--- config.mk ---
export PLATFORM = sky130hd
export DESIGN_NAME = writeback_mux_reg
export DESIGN_NICKNAME = d
export VERILOG_FILES = /design/src/rtl/writeback_mux_reg.sv
export SDC_FILE = /design/constraint.sdc
export NUM_CORES = 1
export LEC_CHECK = 0
export BUFFER_PORTS_ARGS = -buffer_cell sky130_fd_sc_hd__clkbuf_2
export CORE_MARGIN = 4
export CORE_UTILIZATION = 35
export CTS_BUF_LIST = sky130_fd_sc_hd__clkbuf_8
export CTS_CLUSTER_SIZE = 28
export DETAILED_ROUTE_END_ITERATION = 7
export PLACE_DENSITY = 0.69
export SLEW_MARGIN = 25
export SYNTH_ARGS = -nofsm -noshare
export SYNTH_HDL_FRONTEND = slang
export SYNTH_SLANG_ARGS = --single-unit
--- constraint.sdc ---
create_clock -name Clock -period 1.6 [get_ports Clock]
set_clock_uncertainty 0.15 [all_clocks]
set_input_delay 0.16 -clock Clock [delete_from_list [all_inputs] [get_ports Clock]]
set_output_delay 0.16 -clock Clock [all_outputs]
set_load 0.02 [all_outputs]
--- src/rtl/writeback_mux_reg.sv ---
// Writeback mux and output register: one-cycle latency, valid/ready; a MUL result is written back as two beats (low half, then high half) when WB_MUL_HI_EN is defined.
// Ready is low while a beat cannot be retired, so nothing is dropped; without WB_MUL_HI_EN a MUL writes back only its low half.
module writeback_mux_reg #(
  parameter int WIDTH = 24
) (
  input  logic               Clock,
  input  logic               Reset,
  input  logic [WIDTH-1:0]   Hyrja0,
  input  logic [2*WIDTH-1:0] Hyrja1,
  input  logic [WIDTH-1:0]   Hyrja2,
  input  logic [2:0]         S,
  input  logic               In_valid,
  output logic               In_ready,
  output logic               Out_valid,
  input  logic               Out_ready,
  output logic [WIDTH-1:0]   Dalja,
  output logic               Dalja_hi,
  output logic [1:0]         Dalja_src,
  output logic               Gabim
);

  typedef enum logic [1:0] {EMPTY, ONE, MUL_HI} state_t;

  state_t           state;
  state_t           state_nx;
  logic [WIDTH-1:0] dat_nx;
  logic [1:0]       src_nx;
  logic             gabim_nx;
  logic             ready_en;
  logic             take;

`ifdef WB_MUL_HI_EN
  logic [WIDTH-1:0] hi_buf;
  logic [WIDTH-1:0] hi_buf_nx;
  logic             hi_nx;
`else
  logic unused_upper;
  assign unused_upper = ^Hyrja1[2*WIDTH-1:WIDTH];
  assign Dalja_hi     = 1'b0;
`endif

  assign Out_valid = (state != EMPTY);
  // ready_en keeps In_ready low until the first clock edge after reset release
  assign In_ready  = ready_en & ((state == EMPTY)
                              | ((state == ONE) & Out_ready)
                              | ((state == MUL_HI) & Out_ready & Dalja_hi));
  assign take      = In_valid & In_ready;

  always_comb begin
    state_nx  = state;
    dat_nx    = Dalja;
    src_nx    = Dalja_src;
    gabim_nx  = Gabim;
`ifdef WB_MUL_HI_EN
    hi_nx     = Dalja_hi;
    hi_buf_nx = hi_buf;
`endif
    if (take) begin
      state_nx = ONE;
      gabim_nx = 1'b0;
`ifdef WB_MUL_HI_EN
      hi_nx    = 1'b0;
`endif
      case (S)
        3'b100: begin
          dat_nx = Hyrja1[WIDTH-1:0];
          src_nx = 2'd1;
`ifdef WB_MUL_HI_EN
          state_nx  = MUL_HI;
          hi_buf_nx = Hyrja1[2*WIDTH-1:WIDTH];
`endif
        end
        3'b110: begin
          dat_nx = Hyrja2;
          src_nx = 2'd2;
        end
        3'b111: begin
          dat_nx   = '0;
          src_nx   = 2'd3;
          gabim_nx = 1'b1;
        end
        default: begin
          dat_nx = Hyrja0;
          src_nx = 2'd0;
        end
      endcase
    end else if (Out_valid && Out_ready) begin
`ifdef WB_MUL_HI_EN
      // Low MUL half retired: swap in the buffered high half, same source tag
      if ((state == MUL_HI) && !Dalja_hi) begin
        dat_nx = hi_buf;
        hi_nx  = 1'b1;
      end else begin
        state_nx = EMPTY;
      end
`else
      state_nx = EMPTY;
`endif
    end
  end

  always_ff @(posedge Clock or negedge Reset) begin
    if (!Reset) begin
      state     <= EMPTY;
      Dalja     <= '0;
      Dalja_src <= 2'd0;
      Gabim     <= 1'b0;
      ready_en  <= 1'b0;
`ifdef WB_MUL_HI_EN
      Dalja_hi  <= 1'b0;
      hi_buf    <= '0;
`endif
    end else begin
      state     <= state_nx;
      Dalja     <= dat_nx;
      Dalja_src <= src_nx;
      Gabim     <= gabim_nx;
      ready_en  <= 1'b1;
`ifdef WB_MUL_HI_EN
      Dalja_hi  <= hi_nx;
      hi_buf    <= hi_buf_nx;
`endif
    end
  end

endmodule

==> summary.txt <==
Floorplanning
  – DIE HEIGHT: ~80 um
  – Initial Util: a little under two fifths
  – Overall die width: ~80 um
  – Top Ports: around 130
  – Site Rows: 25
  – Full die area: between 6000 and 7000 um^2
  – CORE AREA: 4880 um^2

Synthesis
  – Sequential area share after synthesis: around 40%
  – Number of flops mapped to enable cells by yosys: 0
  – Syn nets: ~320
  – Post-synth top cells: 29 x dfrtp_1, 29 x nor2_1, 25 x o21ai_1
  – Netlist cell types: 23
  – Leading cell types by total area after synthesis: dfrtp_1 40%, a22o_1 12%, o21ai_1 6.9%
  – FFs w/ async S/R, synth: between 90% and 100%
  – Top cell type by total area after synthesis: dfrtp_1
  – Synth Instances: roughly 210
  – Top FF cell, synth: dfrtp_1
  – Yosys top cell area share: approximately 40%
  – Post-synthesis register bit count: 29
  – Synth Warn #: 0
  – Mean post-synth cell area: 8.53 um^2
  – Post-Syn Area: ~1800 um^2

Job
  – Maximum Capacitance Violations: 0

Timing
  – Final hold vios: 0
  – Final TNS setup: 0 ns
  – Hold slack: 0.0295 ns
  – Fin crit share: between 80 and 90%
  – Tmin final: roughly 1.3 ns
  – Slew Limit Fails: 0
  – Final setup viols: 0
  – RSZ-0062 raised after global routing: no
  – Fmax: between 700 and 800 MHz

Clock network
  – Clk buf depth: 2
  – H-tree Lvls: 2
  – Root buf cell: clkbuf_8
  – Clock-pin slew on the worst setup and hold paths: 0.06 ns
  – Worst-skew pair later-pin latency: between 0.2 and 0.3 ns
  – Cts bufs inserted: 5
  – Sink Count: 29
  – CTS tree: built
  – Setup Fix Bufs, Post-CTS: 0

Pwr
  – Switching fraction of total power: 33.5%
  – Gate power share: about 34%
  – Power Internal: 1.47 mW
  – Sequential Power Share: about two fifths
  – Peak VDD IR: around 0.39 mV
  – Clock share of power: 24.4%
  – P_leak: about 1.3 nW
  – Psw: roughly 740 uW
  – PD cells: between 800 and 900 nW/um^2

Global route
  – Number of global-route vias before repair: between 1500 and 2000
  – Met3 Use GR: about 3.7%
  – Initial antenna violation count: 0
  – First-pass GRT wire length: around 8.6 mm
  – Largest net degree at the start of global routing: 56
  – Total GRT Usage: between 15 and 20%
  – M2 GR Usage: 30.3%
  – Most Used Layer, Global Route: met2
  – M1 GR Usage: between 20% and 30%
  – GR Overflow Total: 0

Placement
  – Routability congestion estimate: approximately 0.75
  – PortBufs: ~110
  – Placed insts: 377
  – Dpl hpwl: 3.89 mm

Drt
  – Routed vias/inst: ~4.8
  – Final WL: approximately 5.1 mm
  – DRC errors left: 0
  – Routed WL per cell: around 13 um
  – Routed vias: between 1500 and 2000
  – First DRT Iteration DRCs: 60
  – Drt pass-1 iters: 4
  – Antenna viol nets, final: 0

Layout
  – Multi-input gate area: 956 um^2
  – Layout area overhead: 38.4%
  – Layout net count: 421
  – Antenna diodes: 0
  – Flip-flop and latch area: a little over 700 um^2
  – Layout cells sized above 1: between 40% and 50%
  – # fillers: between 400 and 500
  – Non-filler instance count after layout: 386
  – Finished Core Util: 51.5%

Critical path
  – Critical path startpoint category: flop
  – FF-to-FF Start: state[0]$_DFFE_PN0P_
  – Crit. End Element: flop
  – Flop-to-flop setup slack: about 0.25 ns
  – Worst Path Class, Setup: reg2reg
  – R2r endpoint: Dalja[19]$_DFFE_PN0P_
  – Reg2Reg Depth: 5
  – Arrival @ worst endpoint: about 1.4 ns
  – Max Fanout on Critical Path: between 50 and 60
  – WP data required: between 1.5 and 2 ns

Worst hold path
  – Hold Path Depth: 3
  – Hold endpoint: state[0]$_DFFE_PN0P_
  – Hold Path Class: in2reg
  – Hold_sp: Out_ready

Outcome
  – Outcome: finished, final reports clean
## placed cells by master, fill, tap and decap left out
| cell type | Yosys | layout |
|---|---|---|
| a21boi_0 | 16 | 16 |
| a21boi_1 | 8 | 8 |
| a21oi_1 | 24 | 24 |
| a22o_1 | 24 | 24 |
| and2_1 | 1 | 1 |
| buf_12 | 0 | 3 |
| buf_4 | 1 | 8 |
| clkbuf_2 | 0 | 107 |
| clkbuf_8 | 0 | 5 |
| conb_1 | 2 | 2 |
| dfrtp_1 | 29 | 29 |
| dlygate4sd3_1 | 0 | 1 |
| inv_1 | 0 | 3 |
| inv_2 | 1 | 1 |
| nand2_1 | 8 | 8 |
| nand2b_1 | 1 | 1 |
| nand2b_4 | 1 | 1 |
| nand3_2 | 1 | 1 |
| nor2_1 | 29 | 29 |
| nor2_2 | 19 | 19 |
| o21ai_0 | 1 | 1 |
| o21ai_1 | 25 | 25 |
| o31ai_1 | 1 | 1 |
| or2_1 | 1 | 1 |
## per-stage QoR
step	total power, mW	cell area, um^2	worst slack, ns
floorplan	1.38	1820	0.0982
global placement	1.68	2420	0.154
detailed placement	1.69	2420	0.147
CTS	2.25	2510	0.237
global route	2.36	2510	0.197
finish	2.21	2510	0.254
## metal layers
| metal | up-vias | share of wire [%] |
|---|---|---|
| li1 | 950 | - |
| met1 | 831 | 43 |
| met2 | 62 | 48 |
| met3 | 6 | 7.0 |
| met4 | 0 | 1.3 |
| met5 | - | 0 |
## area by class of cell
class	count	area share, %
clock buffer	5	2.74
inverter	1	0.149
sequential	29	28.9
tap	67	3.33
multi-input combinational	162	38.0
timing repair buffer	119	26.5
clock inverter	3	0.448
## registers in the layout (all words and copies together) (netlist names)
name,count
ready_en,1
Dalja_src,2
Gabim,1
Dalja,24
state,1
## worst max path at each step
stage                               startpoint                     to  slack (ns)  depth (start not counted)
after floorplan           state[0]$_DFFE_PN0P_   Dalja[8]$_DFFE_PN0P_         0.1                          5
after global placement                    S[0]  Dalja[23]$_DFFE_PN0P_        0.15                          6
after detailed placement                  S[0]  Dalja[23]$_DFFE_PN0P_        0.15                          6
after CTS                 state[0]$_DFFE_PN0P_               In_ready        0.24                          3
after global routing      state[0]$_DFFE_PN0P_   Dalja[7]$_DFFE_PN0P_        0.20                          5
final                     state[0]$_DFFE_PN0P_  Dalja[19]$_DFFE_PN0P_        0.25                          5
## power by group through the flow
stage	clock network, mW	registers [mW]	logic [mW]
2_1_floorplan	0	1.08	0.293
3_3_place_gp	0	0.935	0.745
3_5_place_dp	0	0.936	0.755
4_1_cts	0.565	0.928	0.757
5_1_grt	0.598	0.946	0.815
6_report	0.539	0.928	0.743
## cell families (layout without fill, tap and decap cells)
group           count (synthesis)  in the layout  synth area share (%)
buf+inv                        22            128                  7.44
other cells                     2              2                 0.413
simple gates                   61             61                  16.5
flops                          29             29                  39.9
compound gates                 99             99                  35.7
## critical path, cell delays in order, from the launching register on
cell and delay (ns):
dfrtp_1 0.38, nand2b_4 0.07, nand3_2 0.09, buf_12 0.22, nor2_1 0.08, a22o_1 0.21
## timing repair
| action | 4_1_cts | 5_1_grt |
|---|---|---|
| gates resized for setup | 0 | 0 |
| endpoints found under the hold margin | 14 | 0 |
| hold buffers | 1 | 0 |
Note: power is estimated with default switching activity, not from simulation.
